===== src/rtl/wb_mem_stage_3.sv =====
// wb_mem_stage_3 -- stage-3 memory access / writeback sequencer (RV32I, 3-stage).
// Runs the dmem req/ack handshake for loads and stores, stalls upstream while a
// transfer is outstanding, and drives the register-file write port.
// Optional macro WB_MISALIGN_TRAP_EN: misaligned half/word accesses are trapped
// (misaligned_out pulse, no request) instead of being force-aligned.
module wb_mem_stage_3 (
  input  logic        clk_in,
  input  logic        reset_n_in,
  input  logic        valid_in,
  input  logic [4:0]  rd_addr_in,
  input  logic [31:0] rs2_in,
  input  logic [31:0] iadder_in,
  input  logic [31:0] alu_result_in,
  input  logic [31:0] imm_in,
  input  logic [31:0] pc_plus_4_in,
  input  logic [1:0]  load_size_in,
  input  logic        load_unsigned_in,
  input  logic        mem_wr_req_in,
  input  logic        rf_wr_en_in,
  input  logic [2:0]  wb_mux_sel_in,
  output logic        dmem_req_out,
  output logic        dmem_we_out,
  output logic [31:0] dmem_addr_out,
  output logic [31:0] dmem_wdata_out,
  output logic [3:0]  dmem_be_out,
  input  logic        dmem_ack_in,
  input  logic [31:0] dmem_rdata_in,
  output logic        stall_out,
  output logic        rf_wr_en_out,
  output logic [4:0]  rf_rd_addr_out,
  output logic [31:0] rf_wdata_out,
  output logic        misaligned_out
);

  typedef enum logic {S_IDLE = 1'b0, S_MEM_WAIT = 1'b1} state_t;

  state_t      r_state, w_next;

  // latched memory transaction
  logic        r_we;
  logic [31:0] r_addr;      // full byte address; [1:0] kept as the lane select
  logic [3:0]  r_be;
  logic [31:0] r_wdata;
  logic [1:0]  r_size;
  logic        r_uns;
  logic [4:0]  r_rd;
  logic        r_ld_wr;     // load will write rd (rd != 0 and write enabled)

  // writeback port registers
  logic        r_rf_we;
  logic [4:0]  r_rf_addr;
  logic [31:0] r_rf_wdata;

  logic        w_idle, w_wait;
  logic        w_is_mem, w_mis, w_start_mem, w_wb_nonmem, w_ack;
  logic [3:0]  w_be;
  logic [31:0] w_wdata, w_wb_data, w_ld_data;
  logic [7:0]  w_byte;
  logic [15:0] w_half;

  assign w_idle      = (r_state == S_IDLE);
  assign w_wait      = (r_state == S_MEM_WAIT);
  // a store wins if both store and load-select are flagged
  assign w_is_mem    = mem_wr_req_in | (wb_mux_sel_in == 3'd1);

`ifdef WB_MISALIGN_TRAP_EN
  logic r_mis;
  assign w_mis = valid_in & w_idle & w_is_mem &
                 (((load_size_in == 2'b01) & iadder_in[0]) |
                  (load_size_in[1] & (|iadder_in[1:0])));
  assign misaligned_out = r_mis;
  // one-cycle pulse for a trapped access
  always_ff @(posedge clk_in or negedge reset_n_in) begin
    if (!reset_n_in) r_mis <= 1'b0;
    else             r_mis <= w_mis;
  end
`else
  assign w_mis          = 1'b0;
  assign misaligned_out = 1'b0;
`endif

  assign w_start_mem = valid_in & w_idle & w_is_mem & ~w_mis;
  assign w_wb_nonmem = valid_in & w_idle & ~w_is_mem;
  assign w_ack       = w_wait & dmem_ack_in;

  // store lane enables and replicated data; sub-word alignment ignores low bits
  always_comb begin
    w_be    = 4'b1111;
    w_wdata = rs2_in;
    case (load_size_in)
      2'b00: begin
        w_be    = 4'b0001 << iadder_in[1:0];
        w_wdata = {4{rs2_in[7:0]}};
      end
      2'b01: begin
        w_be    = 4'b0011 << {iadder_in[1], 1'b0};
        w_wdata = {2{rs2_in[15:0]}};
      end
      default: ;
    endcase
  end

  // load data alignment and extension from the latched lane
  assign w_byte = dmem_rdata_in[{r_addr[1:0], 3'b000} +: 8];
  assign w_half = dmem_rdata_in[{r_addr[1], 4'b0000} +: 16];
  always_comb begin
    w_ld_data = dmem_rdata_in;
    case (r_size)
      2'b00:   w_ld_data = {{24{~r_uns & w_byte[7]}}, w_byte};
      2'b01:   w_ld_data = {{16{~r_uns & w_half[15]}}, w_half};
      default: ;
    endcase
  end

  // writeback source select for non-memory ops; reserved codes write zero
  always_comb begin
    w_wb_data = 32'd0;
    case (wb_mux_sel_in)
      3'd0:    w_wb_data = alu_result_in;
      3'd2:    w_wb_data = imm_in;
      3'd3:    w_wb_data = iadder_in;
      3'd4:    w_wb_data = pc_plus_4_in;
      default: ;
    endcase
  end

  // next-state decode
  always_comb begin
    w_next = r_state;
    case (r_state)
      S_IDLE:     if (w_start_mem) w_next = S_MEM_WAIT;
      S_MEM_WAIT: if (dmem_ack_in) w_next = S_IDLE;
      default:    w_next = S_IDLE;
    endcase
  end

  // state register
  always_ff @(posedge clk_in or negedge reset_n_in) begin
    if (!reset_n_in) r_state <= S_IDLE;
    else             r_state <= w_next;
  end

  // latch the memory transaction when it is accepted
  always_ff @(posedge clk_in or negedge reset_n_in) begin
    if (!reset_n_in) begin
      r_we    <= 1'b0;
      r_addr  <= 32'd0;
      r_be    <= 4'd0;
      r_wdata <= 32'd0;
      r_size  <= 2'd0;
      r_uns   <= 1'b0;
      r_rd    <= 5'd0;
      r_ld_wr <= 1'b0;
    end else if (w_start_mem) begin
      r_we    <= mem_wr_req_in;
      r_addr  <= iadder_in;
      r_be    <= w_be;
      r_wdata <= w_wdata;
      r_size  <= load_size_in;
      r_uns   <= load_unsigned_in;
      r_rd    <= rd_addr_in;
      r_ld_wr <= rf_wr_en_in & (rd_addr_in != 5'd0);
    end
  end

  // register-file write port: single-cycle strobe, data held between writes
  always_ff @(posedge clk_in or negedge reset_n_in) begin
    if (!reset_n_in) begin
      r_rf_we    <= 1'b0;
      r_rf_addr  <= 5'd0;
      r_rf_wdata <= 32'd0;
    end else begin
      r_rf_we <= 1'b0;
      if (w_wb_nonmem) begin
        r_rf_we    <= rf_wr_en_in & (rd_addr_in != 5'd0);
        r_rf_addr  <= rd_addr_in;
        r_rf_wdata <= w_wb_data;
      end else if (w_ack && !r_we) begin
        r_rf_we    <= r_ld_wr;
        r_rf_addr  <= r_rd;
        r_rf_wdata <= w_ld_data;
      end
    end
  end

  // request/stall come straight from state; bus fields are zero outside a transfer
  assign dmem_req_out   = w_wait;
  assign stall_out      = w_wait;
  assign dmem_we_out    = w_wait & r_we;
  assign dmem_addr_out  = w_wait ? {r_addr[31:2], 2'b00} : 32'd0;
  assign dmem_be_out    = w_wait ? r_be : 4'd0;
  assign dmem_wdata_out = w_wait ? r_wdata : 32'd0;
  assign rf_wr_en_out   = r_rf_we;
  assign rf_rd_addr_out = r_rf_addr;
  assign rf_wdata_out   = r_rf_wdata;

endmodule

===== config.mk =====
export PLATFORM = sky130hd
export DESIGN_NAME = wb_mem_stage_3
export DESIGN_NICKNAME = d
export VERILOG_FILES = /design/src/rtl/wb_mem_stage_3.sv
export SDC_FILE = /design/constraint.sdc
export NUM_CORES = 1
export LEC_CHECK = 0
export ABC_AREA = 1
export CORE_UTILIZATION = 30
export DETAILED_ROUTE_END_ITERATION = 10
export GPL_TIMING_DRIVEN = 1
export MAX_ROUTING_LAYER = met4
export PLACE_DENSITY_LB_ADDON = 0.3
export RECOVER_POWER = 50
export SYNTH_ARGS = -nofsm -noshare
export SYNTH_HDL_FRONTEND = slang
export SYNTH_SLANG_ARGS = --single-unit

===== constraint.sdc =====
create_clock -name clk_in -period 1.51 [get_ports clk_in]
set_clock_uncertainty 0.05 [all_clocks]
set_input_delay 0.151 -clock clk_in [delete_from_list [all_inputs] [get_ports clk_in]]
set_output_delay 0.151 -clock clk_in [all_outputs]
set_load 0.02 [all_outputs]

==> flow_metrics.tcl <==
set metrics [dict create \
    setup_slack_ns -0.1743 \
    syn2layout_area_growth_pct 68.06 \
    clk_pin_slew_ns 0.06 \
    synth_area_sq_mm 0.007565 \
    mostFrequentLayoutCells "nand2_1 (366), clkdlybuf4s50_1 (205), dfrtp_1 (116)" \
    start_kind "flop" \
    hold_viol 0 \
    insertion_delay_ns 0.42 \
    status "finished with violations" \
    cts-root-buf "clkbuf_16" \
    multi_input_area_sq_mm 0.004119 \
    grt_max_degree 60 \
    cts_tree "built" \
    cts.sinks 117 \
    row_count 57 \
    grt_pass1_wl_um 48640 \
    avgViaCountPerCell 4.894 \
    vias 9084 \
    wl_per_cell_um 18.30 \
    worstPathArrival_ns 1.95 \
    reg2reg_depth 11 \
    overflow 0 \
    tns_ns -15.24 \
    drtIter0Drc 835 \
    drtAntennaViolNets 0 \
    crit_slowest_cell "dfrtp_2" \
    seq_area_frac_synth_pct 38.70 \
    holdPathStages 3 \
    violations "setup timing" \
    track_usage_pct 25.59 \
    crit_path_cell_trace "buf_12 > buf_6 > buf_6 > nand2_4 > nor2_4 > inv_4 > nand2_8 > inv_8 > clkbuf_16 > nor2_1 > a21oi_1" \
    reg2reg_to "rf_wdata_out[18]" \
    hold_start "rs2_in[23]" \
    max_freq_ghz 0.5937 \
    drtPass1Iterations 5 \
    timing.rr.start "dmem_req_out" \
    final_common_cell "nand2_1" \
    setup_viol 185 \
    crit_fanout 5 \
    finalCritPeriodShare_pct 111.5 \
    htree_levels 4 \
    drv_slew 0 \
    synth-warning-count 0 \
    portBuffers 315 \
    nFillCells 2497 \
    wl_um 33970 \
    cp.required_ns 1.77 \
    finish.utilization_pct 51.82 \
    power.density_mw_per_mm2 1149 \
    coreArea_sq_mm 0.02453 \
    crit_path_max_incr_delay_ns 0.38 \
    die_w_um 160.8 \
    cp_common_cell "buf_6" \
    die_y_um 160.8 \
    post-route-drc-count 0 \
    synth.ff_latch_count 117 \
    drive_gt1_share_pct 21.37 \
    ys_types 33 \
    nets 1726 \
    synthCells 1153 \
    dp_cells 1793 \
    pre_cts_ws_ns -0.3923 \
    first_global_vias 8632 \
    seq_area_sq_mm 0.002929 \
    cap_violations 0 \
    gp_congestion 0.9822 \
    cts_inserted_buffers 17 \
    die_area_sq_mm 0.02586 \
    grt_antenna_before_repair 2 \
    leakage_nw 6.566 \
    totalPowerFinal_mw 14.61 \
    post-route-min-period_ns 1.684 \
    worstHoldPathType "in -> reg" \
    cts_max_path_buffers 2 \
    stdcell_count 1856 \
    rrSetupSlack_ns -0.17 \
    pin_count 319 \
    worst_pin_slew_ns 0.8857 \
    hpwl_um 24470 \
    postSynthAreaPerCell_sq_um 6.561 \
    critical_path_class "reg -> reg" \
    ir_drop_uv 597.3 \
    rsz0062_at_grt "yes" \
    holdPathEnd "r_wdata[23]" \
    worstSetupStartpoint "dmem_req_out" \
    relSlewSlack_pct 40.95 \
    end_kind "flop" \
    initial_core_util_pct 30.83 \
]
==> power breakdown <==
group | internal [mW] | switching (mW)
registers | 3.99 | 0.603
clock network | 2.34 | 1.75
logic | 2.59 | 3.33
==> through the flow <==
step / hold WS [ns] / area (sq um)
finish: 0.2379 / 12710
global route: 0.2404 / 12710
global placement: 0.1563 / 11620
CTS: 0.2257 / 12110
floorplan: -0.1946 / 7625
detailed placement: 0.1528 / 11620
==> area by class of cell <==
type	count	area share (%)
inverters	106	3.395
well taps	324	3.189
clock buffers	17	3.346
flip-flops and latches	117	23.04
repair buffers	426	33.28
repair inverters	1	0.05905
diodes	2	0.03937
clock inverters	15	1.250
multi-input cells	848	32.40
==> worst max path at each step <==
stage,endpoint,slack [ns],cells after the start
2_1_floorplan,rf_rd_addr_out[0],-0.02,10
3_3_place_gp,rf_wdata_out[1],-0.33,9
3_5_place_dp,rf_wdata_out[6],-0.39,9
4_1_cts,rf_wdata_out[13],-0.13,10
5_1_grt,r_be[0],-0.22,9
6_report,rf_wdata_out[18],-0.17,11
==> state kept, by name, indices dropped and copies added, names as in the netlist <==
signal	flops
rf_wdata_out	32
r_wdata	32
rf_wr_en_out	1
r_uns	1
r_ld_wr	1
dmem_req_out	1
r_rd	5
r_size	2
r_we	1
rf_rd_addr_out	5
r_addr	32
r_be	4
==> what timing repair did <==
item                                    in CTS  in global routing
buffers inserted                             7                  4
pin swaps                                   10                  8
endpoints found under the setup margin     144                176
endpoints found under the hold margin      117                  0
resized for setup                          382                117
hold buffers                                 1                  0
gates cloned                                 3                 14
==> cells in the mapped netlist <==
cell type,instances,area [sq um]
buf_8,1,15.01
nand2_2,3,18.77
a21oi_1,52,260.3
inv_2,7,26.28
inv_6,1,8.760
nor2_2,5,31.28
o21ai_1,4,20.02
nand4_1,48,300.3
a21o_1,1,7.510
buf_6,4,45.04
a21oi_2,5,43.79
o21ai_0,79,395.4
conb_1,1,3.750
or2_2,8,50.05
nor2_1,118,442.9
a41oi_1,1,8.760
o31ai_1,1,7.510
buf_4,9,67.56
dfrtp_1,117,2928
clkbuf_1,28,105.1
a31oi_1,3,18.77
o211ai_1,5,37.54
buf_2,39,195.2
nand2_1,393,1475
nor2_4,1,11.26
nand2_4,4,45.04
nand3_2,2,20.02
nor2_8,2,40.04
inv_4,1,6.260
buf_1,4,15.01
inv_1,97,364.1
nor3_2,1,10.01
nand3_1,108,540.5
==> layer usage <==
metal / share of wire [%] / global-route usage [%] / vias to the layer above
met5: 0 / - / -
met4: 2.3 / 8.190 / 0
met3: 7.4 / 4.726 / 57
met2: 48 / 41.60 / 417
li1: - / - / 4418
met1: 42 / 32.09 / 4192
==> worst max-delay path, delay by kind of cell, from the launching register on <==
kind,cells,cell delay (ns)
flip-flops,1,0.38
AO/OA/AOI/OAI,1,0.07
AND/OR/NAND/NOR,4,0.42
buffers and inverters,6,0.62
==> cell families after synthesis <==
| logic type | Yosys count | synth area share [%] |
|---|---|---|
| buf+inv | 191 | 11.21 |
| other cells | 1 | 0.04957 |
| compound gates | 151 | 10.57 |
| simple gates | 693 | 39.46 |
| flops | 117 | 38.70 |
No activity file was read; power rests on OpenSTA's default activity.
